`src/rtl/shift_ctrl.sv`:
```
// Multi-cycle 16-bit shifter/rotator with valid/ready handshakes on both sides.
// A request is captured in IDLE, shifted by at most two bit positions per cycle
// in SHIFT, and then held in DONE until the consumer takes the result.
module shift_ctrl #(
    parameter logic [1:0] OP_ROL = 2'd0,
    parameter logic [1:0] OP_SLL = 2'd1,
    parameter logic [1:0] OP_ROR = 2'd2,
    parameter logic [1:0] OP_ASR = 2'd3
) (
    input  logic        clk,
    input  logic        rst_n,
    input  logic        in_valid,
    output logic        in_ready,
    input  logic [15:0] in_data,
    input  logic [1:0]  in_op,
    input  logic [3:0]  in_cnt,
    output logic        out_valid,
    input  logic        out_ready,
    output logic [15:0] out_data,
    output logic        busy
);

    typedef enum logic [1:0] {
        IDLE  = 2'd0,
        SHIFT = 2'd1,
        DONE  = 2'd2
    } state_e;

    state_e      state_q, state_d;
    logic [15:0] work_q,  work_d;
    logic [1:0]  op_q,    op_d;
    logic [3:0]  rem_q,   rem_d;

    // Held low through reset so in_ready only appears after the first clock
    // edge that follows reset release.
    logic        readyEn_q;

    logic        stepTwo;
    logic [3:0]  stepSize;
    logic [15:0] stepResult;

    // Registers all state; reset aborts any operation in flight immediately.
    always_ff @(posedge clk or negedge rst_n) begin
        if (!rst_n) begin
            state_q   <= IDLE;
            work_q    <= 16'h0000;
            op_q      <= 2'd0;
            rem_q     <= 4'd0;
            readyEn_q <= 1'b0;
        end else begin
            state_q   <= state_d;
            work_q    <= work_d;
            op_q      <= op_d;
            rem_q     <= rem_d;
            readyEn_q <= 1'b1;
        end
    end

    // One shift step of the working register: two positions while at least two
    // remain, otherwise one, using the operation captured at acceptance.
    always_comb begin
        stepTwo    = (rem_q >= 4'd2);
        stepSize   = stepTwo ? 4'd2 : 4'd1;
        stepResult = work_q;
        case (op_q)
            OP_ROL:  stepResult = stepTwo ? {work_q[13:0], work_q[15:14]}
                                          : {work_q[14:0], work_q[15]};
            OP_SLL:  stepResult = stepTwo ? {work_q[13:0], 2'b00}
                                          : {work_q[14:0], 1'b0};
            OP_ROR:  stepResult = stepTwo ? {work_q[1:0], work_q[15:2]}
                                          : {work_q[0], work_q[15:1]};
            OP_ASR:  stepResult = stepTwo ? {{2{work_q[15]}}, work_q[15:2]}
                                          : {work_q[15], work_q[15:1]};
            default: stepResult = work_q;
        endcase
    end

    // Next-state logic: capture on acceptance, step until the remaining count
    // is exhausted, then wait for the consumer before returning to IDLE.
    always_comb begin
        state_d = state_q;
        work_d  = work_q;
        op_d    = op_q;
        rem_d   = rem_q;
        case (state_q)
            IDLE: begin
                if (in_valid && in_ready) begin
                    work_d  = in_data;
                    op_d    = in_op;
                    rem_d   = in_cnt;
                    state_d = (in_cnt == 4'd0) ? DONE : SHIFT;
                end
            end
            SHIFT: begin
                work_d  = stepResult;
                rem_d   = rem_q - stepSize;
                state_d = (rem_d == 4'd0) ? DONE : SHIFT;
            end
            DONE: begin
                if (out_ready) begin
                    state_d = IDLE;
                end
            end
            default: begin
                state_d = IDLE;
            end
        endcase
    end

    assign in_ready  = (state_q == IDLE) && readyEn_q;
    assign out_valid = (state_q == DONE);
    assign out_data  = work_q;
    assign busy      = (state_q != IDLE);

endmodule

```
`config.mk`:
```
export PLATFORM = sky130hd
export DESIGN_NAME = shift_ctrl
export DESIGN_NICKNAME = d
export VERILOG_FILES = /design/src/rtl/shift_ctrl.sv
export SDC_FILE = /design/constraint.sdc
export NUM_CORES = 1
export LEC_CHECK = 0
export BUFFER_PORTS_ARGS = -buffer_cell sky130_fd_sc_hd__buf_2
export CAP_MARGIN = 20
export CELL_PAD_IN_SITES_DETAIL_PLACEMENT = 1
export CELL_PAD_IN_SITES_GLOBAL_PLACEMENT = 2
export CORE_MARGIN = 4
export CORE_UTILIZATION = 32
export CTS_BUF_LIST = sky130_fd_sc_hd__clkbuf_4 sky130_fd_sc_hd__clkbuf_8 sky130_fd_sc_hd__clkbuf_16
export CTS_CLUSTER_DIAMETER = 40
export DETAILED_ROUTE_END_ITERATION = 7
export GPL_ROUTABILITY_DRIVEN = 0
export HOLD_SLACK_MARGIN = 0.02
export PLACE_DENSITY = 0.87
export SLEW_MARGIN = 10
export SYNTH_ARGS = -nofsm -noshare
export SYNTH_HDL_FRONTEND = slang
export SYNTH_SLANG_ARGS = --single-unit
export TNS_END_PERCENT = 30
```
`constraint.sdc`:
```
create_clock -name clk -period 4.45 [get_ports clk]
set_clock_uncertainty 0.15 [all_clocks]
set_input_delay 0 -clock clk [delete_from_list [all_inputs] [get_ports clk]]
set_output_delay 0 -clock clk [all_outputs]
set_load 0.05 [all_outputs]
```
; Word-level counts from Yosys, hierarchy flattened
; Index checks and enable logic that the tools add are counted.
; Widths: inputs -> output; s select.
[word_totals]
regBits = 25
inputBits = 26
out_inout_bits = 19
word_cells = 43
[op_classes]
add_sub_neg = 1
magnitude_cmp = 1
eq_ne = 8
n_mux = 15
reduce_logical = 12
[ops]
columns = op, count
row1 = $mux 16, 4
row2 = $pmux 16 s4, 1
row3 = $pmux 16 s2, 1
row4 = $mux 14, 1
row5 = $mux 2, 5
row6 = $logic_not 4->1, 2
row7 = $pmux 4 s2, 1
row8 = $eq 2x2->1 const B, 3
row9 = $pmux 2 s3, 1
row10 = $reduce_and 2->1, 3
row11 = $eq 2x1->1 const B, 2
row12 = $ge 4x2->1 const B, 1
row13 = $logic_not 2->1, 2
row14 = $mux 4, 1
row15 = $ne 2x2->1 const B, 2
row16 = $reduce_bool 2->1, 2
row17 = $sub 4x2->4, 1
row18 = $reduce_and 3->1, 1
row19 = $logic_and 1x1->1, 2
row20 = $ne 2x1->1 const B, 1

; Depth between registers and ports, before layout
; Gate-level depths: netlist of the first run.
[logic_depth]
depth_word = 6
mapped_depth = 11
mapped_depth_nobuf = 9

; Worst setup path after synthesis of the first run
; Ideal clock, no wire load.
[synth_path]
path_type = reg-to-reg
start = register rem_q[1]
end = register state_q[0]
setup_ns = 0.141
t_arrival_ns = 2.186
setup_slack_ns = 1.973
stages_incl_launch_ff = 12
n_path_buf = 2
path_cell_list = dfrtp_1 -> or3_1 -> buf_6 -> inv_8 -> buf_12 -> ha_1 -> inv_1 -> fa_1 -> xor2_1 -> nand3b_1 -> nor3_1 -> o22ai_1
[synth_via]
elab_chain_cells = 6
[synth_lines]
columns = element, line
row1 = start: declaration, 32  ; logic [3:0] rem_q, rem_d;
row2 = start signal: assignment, 54  ; rem_q <= rem_d;
row3 = $ge 4x2->1, 62  ; stepTwo = (rem_q >= 4'd2);
row4 = $mux 2, 63  ; stepSize = stepTwo ? 4'd2 : 4'd1;
row5 = $sub 4x2->4 *, 96  ; rem_d = rem_q - stepSize;
row6 = $logic_not 4->1 *, 97  ; state_d = (rem_d == 4'd0) ? DONE : SHIFT;
row7 = $mux 2 *, 97
row8 = $pmux 2 s3 *, 85  ; case (state_q)
row9 = end signal: assignment, 51  ; state_q <= state_d;
row10 = end: declaration, 29  ; state_e state_q, state_d;
; Every way passes the cells marked *; elsewhere a longest branch is shown, timed or not.
; A chain may end at the register's enable or synchronous reset.

; Worst setup path in the final report of the first run
; Ends and elaborated chain as after synthesis.

==> flow_summary.toml, run 1 <==
[detailed_routing]
wire_per_inst_um = 15.9
drtPass1Iterations = 4
drcViolationCount = 0
ant_nets = 0
vias = 1624
wirelength_um = 4980
drt_iter0_drc = 84
via_per_inst = 5.19

[yosys]
synth_nets = 219
syn-cell-area_sq_um = 1620
yosysWarnings = 0
syn_inst = 190
ys.flop_type = "dfrtp_1"
synth_cell_types = 40
post-synth-top-area-cell = "dfrtp_1"
synth-edff-count = 0
ys_async_sr_fraction = 1.00
yosysSeqAreaShare = 0.387
avgSynthCellArea_sq_um = 8.51
synth_top_area_share = 0.387
ys_seq_elements = 25
yosys-top-cells-area = "dfrtp_1 (39%), nand2_1 (12%), mux2i_1 (7.4%)"

[worst_hold_path]
min_to = "out_data[5]$_DFFE_PN0P_"
hold_start = "in_data[5]"
whs_path_depth = 4
hold_path_class = "primary input to flop"

[global_routing]
overflow = 0
track_usage = 0.167
grt_max_degree = 26
grt_pass1_wl_um = 8340
grt_pass1_vias = 1711
antenna_found_initial = 0

[power_and_ir_drop]
p_leak_nw = 0.953
cellPowerDensity_nw_per_um2 = 902
peakVddDrop_v = 0.000345

[finish]
layout-drive-gt1-share = 0.207
final_util = 0.434
n_antenna_cell = 0
areaGrowthSynthToFinish_pct = 29.1
num-fill-cells = 614
nets = 276
layout_commonest_cell = "nand2_1"
final_cell_mix = "nand2_1 (52), buf_2 (44), dfrtp_1 (25), a21oi_1 (19), dlygate4sd3_1 (18)"

[clocking]
cts_tree = "done"
cts.sink_count = 25
clockBufferDepth = 2
worst_skew_pair.late_latency_ns = 0.27
htreeDepth = 1
cts.reportedPaths.clkPinSlew_ns = 0.10
cts_setup_buffers = 0
cts_buffers = 3
hold_buffers = 18
ctsResizeCount = 0
root_buffer = "clkbuf_8"

[worst_setup_path]
crit_type = "flop to flop"
r2r_end = "state_q[0]$_DFFE_PN0P_"
ff2ff_path_depth = 9
worstPathRequired_ns = 4.44
crit_fanout = 21
cp_num_cells = 9
endpoint_kind = "flop"
slowest_delay_ns = 0.72
rrSetupSlack_ns = 1.51
reg2reg_from = "rem_q[1]$_DFFE_PN0P_"
start_kind = "flop"
cp_slowest_cell = "or3_1"
path_buf_inv = 2
cp_data_arrival_time_ns = 2.92
crit_chain = "or3_1, inv_8, ha_1, inv_1, fa_1, xor2_1, nand3b_1, nor3_1, o22ai_1"
cp_top_family = "simple AND/OR/NAND/NOR gates"

[die]
rows = 25
die_w_um = 79.1
dieArea_sq_um = 6260
start_util = 0.336
io_pins = 45
die_h_um = 79.1
core-area_sq_um = 4820

[run_status]
outcome = "finished clean"

[timing]
setup_viol = 0
max_slew_margin = 0.286
max_freq_mhz = 340
timing.final.hold_violations = 0
fin_crit_sh = 0.660
drv_slew = 0
worst_pin_slew_ns = 1.07
period_minus_slack_ns = 2.94
rsz0062_at_grt = "no"
fin_setup_tns_ns = 0

[flow_run]
maxCapViolations = 0

[placement]
port_buffers = 44
dpl.hpwl_um = 3540
[synthesized netlist by cell type (all sizes together) (3+ instances only)]
cell,n
nand2b,3
clkbuf,3
inv,4
nand2,52
nor2,8
mux2i,12
or3,6
a31oi,7
nor2b,4
a32o,9
a21oi,19
dfrtp,25
buf,8
[area by class of cell]
cell class / instances / area, sq um / area share
clock buffers: 3 / 41.3 / 0.0198
flip-flops and latches: 25 / 626 / 0.300
multi-input cells: 150 / 900 / 0.431
clock inverters: 1 / 7.51 / 0.00359
inverters: 4 / 22.5 / 0.0108
repair buffers: 63 / 408 / 0.195
well taps: 67 / 83.8 / 0.0401
[flip-flops by register name, indices dropped and copies added (netlist names)]
register	flops
op_q	2
out_data	16
state_q	2
readyEn_q	1
rem_q	4
[power breakdown]
group / total [mW] / switching (mW) / internal (mW) / leakage [nW]
sequential: 0.484 / 0.137 / 0.347 / 0.295
clock: 0.142 / 0.0788 / 0.0636 / 0.0217
combinational: 1.26 / 0.834 / 0.424 / 0.636
[metrics by stage]
stage	hold slack, ns	instance area [sq um]	std cells	power [mW]	setup WS, ns
after floorplan	-0.446	1620	190	1.45	1.97
after global placement	-0.117	1860	291	1.72	1.56
after detailed placement	-0.112	1860	291	1.74	1.49
after CTS	0.0307	2090	313	1.90	1.47
after global routing	0.0411	2090	313	2.04	1.30
final	0.0272	2090	313	1.88	1.51
[metal layers]
layer	routed length, um	part of all wire	vias to the layer above	GRT usage
met3	205	0.041	4	0.0136
met5	0	0	-	0
met2	2410	0.48	43	0.277
li1	-	-	795	-
met4	38	0.0076	0	0.0378
met1	2330	0.47	782	0.236
[cell families after synthesis]
| logic type | count (synthesis) | synth area share |
|---|---|---|
| flops | 25 | 0.387 |
| compound gates | 49 | 0.208 |
| fa+ha+maj | 3 | 0.0278 |
| buf+inv | 15 | 0.0572 |
| simple gates | 84 | 0.238 |
| mux | 12 | 0.0742 |
| xor+xnor | 1 | 0.00541 |
| other cells | 1 | 0.00232 |
[tightest hold or removal path, cell delays in order]
cell and delay [ns]:
buf_2 0.10, mux2i_1 0.14, a32o_1 0.14, a31oi_1 0.04
[worst max-delay path by stage]
stage	start	end	slack (ns)
2_1_floorplan	rem_q[1]$_DFFE_PN0P_	state_q[0]$_DFFE_PN0P_	1.97
5_1_grt	rem_q[1]$_DFFE_PN0P_	state_q[0]$_DFFE_PN0P_	1.30
3_5_place_dp	rem_q[1]$_DFFE_PN0P_	state_q[0]$_DFFE_PN0P_	1.49
6_report	rem_q[1]$_DFFE_PN0P_	state_q[0]$_DFFE_PN0P_	1.51
3_3_place_gp	rem_q[1]$_DFFE_PN0P_	state_q[0]$_DFFE_PN0P_	1.56
4_1_cts	rem_q[1]$_DFFE_PN0P_	state_q[0]$_DFFE_PN0P_	1.47
Note: power is estimated with default switching activity, not from simulation.
==> inputs of run 2 (changes only) <==
Settings changed: CORE_UTILIZATION 32 to 27, PLACE_DENSITY 0.87 to 0.78.
Clock period 4.45 ns to 2.4 ns, I/O delays scaled along.
==> flow_summary.toml, run 2 (synthesis results as in run 1) <==
[global_routing]
grt_max_degree = 26
grt_pass1_wl_um = 8760
track_usage = 0.147
antenna_found_initial = 0
overflow = 0
grt_pass1_vias = 1757

[worst_setup_path]
worstPathRequired_ns = 2.38
path_buf_inv = 2
cp_slowest_cell = "or3_4"
crit_chain = "or3_4, inv_8, ha_1, inv_1, fa_2, xor2_1, nand3b_1, nor3_2, o22ai_1"
cp_data_arrival_time_ns = 2.21
crit_fanout = 4
start_kind = "flop"
cp_top_family = "simple AND/OR/NAND/NOR gates"
endpoint_kind = "flop"
crit_type = "flop to flop"
slowest_delay_ns = 0.43

[power_and_ir_drop]
p_leak_nw = 0.998
peakVddDrop_v = 0.000522
cellPowerDensity_nw_per_um2 = 1680

[timing]
period_minus_slack_ns = 2.22
rsz0062_at_grt = "no"
setup_viol = 0
fin_crit_sh = 0.927
drv_slew = 0
setup_ws_ns = 0.176
timing.final.hold_violations = 0
max_slew_margin = 0.592
worst_pin_slew_ns = 0.612
max_freq_mhz = 450
fin_setup_tns_ns = 0

[detailed_routing]
wirelength_um = 5150
wire_per_inst_um = 15.8
vias = 1656
ant_nets = 0
via_per_inst = 5.08
drtPass1Iterations = 4
drcViolationCount = 0
drt_iter0_drc = 66

[finish]
regArea_sq_um = 626
layout-drive-gt1-share = 0.248
nets = 284
n_antenna_cell = 0
layout_commonest_cell = "nand2_1"
num-fill-cells = 694
multi_input_area_sq_um = 912
largest_reg_flops = 16
areaGrowthSynthToFinish_pct = 33.8
final_cell_mix = "nand2_1 (52), buf_2 (44), dfrtp_1 (25), a21oi_1 (19), dlygate4sd3_1 (17)"

[run_status]
outcome = "finished clean"

[die]
io_pins = 45
die_h_um = 85.4
rows = 27
start_util = 0.287
core-area_sq_um = 5640
die_w_um = 85.4
dieArea_sq_um = 7290

[clocking]
clockBufferDepth = 2
cts_setup_buffers = 0
cts_buffers = 3
root_buffer = "clkbuf_8"
cts_tree = "done"
cts.sink_count = 25
cts.reportedPaths.clkPinSlew_ns = 0.10
worst_skew_pair.late_latency_ns = 0.27
htreeDepth = 1

[placement]
dpl.hpwl_um = 3850
port_buffers = 44
place_worst_setup_slack_ns = 0.105

[flow_run]
maxCapViolations = 0

[worst_hold_path]
hold_path_class = "primary input to flop"
-- run 2: timing repair --
item | CTS | global route
endpoints found under the hold margin | 42 | 0
hold buffers | 17 | 0
gates resized for setup | 0 | 1
endpoints found under the setup margin | 0 | 2
-- run 2: path summary, 6_finish.rpt --
check,from,to,slack (ns),cells after the start
min reg2reg,state_q[0]$_DFFE_PN0P_,state_q[1]$_DFFE_PN0P_,0.41,1
max,rem_q[1]$_DFFE_PN0P_,state_q[0]$_DFFE_PN0P_,0.18,9
min in group asynchronous,rst_n,out_data[5]$_DFFE_PN0P_,0.11,2
max reg2reg,rem_q[1]$_DFFE_PN0P_,state_q[0]$_DFFE_PN0P_,0.18,9
min,in_data[14],out_data[14]$_DFFE_PN0P_,0.02,4
max in group asynchronous,rst_n,out_data[1]$_DFFE_PN0P_,1.57,2
-- run 2: through the flow --
stage               instance area, sq um  std cells  total power, mW  hold slack [ns]   util
detailed placement                  1940        305             3.36          -0.0970  0.344
finish                              2160        326             3.64           0.0170  0.384
global placement                    1940        305             3.31          -0.0968  0.344
floorplan                           1630        190             2.71           -0.446      -
global route                        2160        326             3.94           0.0673  0.384
CTS                                 2160        326             3.66           0.0216  0.383
-- run 2: metal layers --
metal,up-vias,track usage,share of wire
met5,-,0,0
met4,0,0.0374,0.0074
met3,2,0.0194,0.033
met2,28,0.245,0.46
met1,813,0.199,0.49
li1,813,-,-
-- run 2: cell type report --
cell class | instances | area share
timing repair buffer | 71 | 0.215
sequential | 25 | 0.289
clock buffer | 4 | 0.0225
inverter | 4 | 0.0104
tap | 72 | 0.0416
multi-input combinational | 150 | 0.421
-- run 2: report_power, final --
group	switching (mW)	internal, mW	leakage [nW]
Combinational	1.60	0.883	0.677
Clock	0.146	0.130	0.0262
Sequential	0.232	0.644	0.295
Total	1.98	1.66	0.998
-- run 2: worst min-delay path: stages --
cell and delay, ns:
buf_2 0.10, mux2i_1 0.12, a32o_1 0.15, a21oi_1 0.04
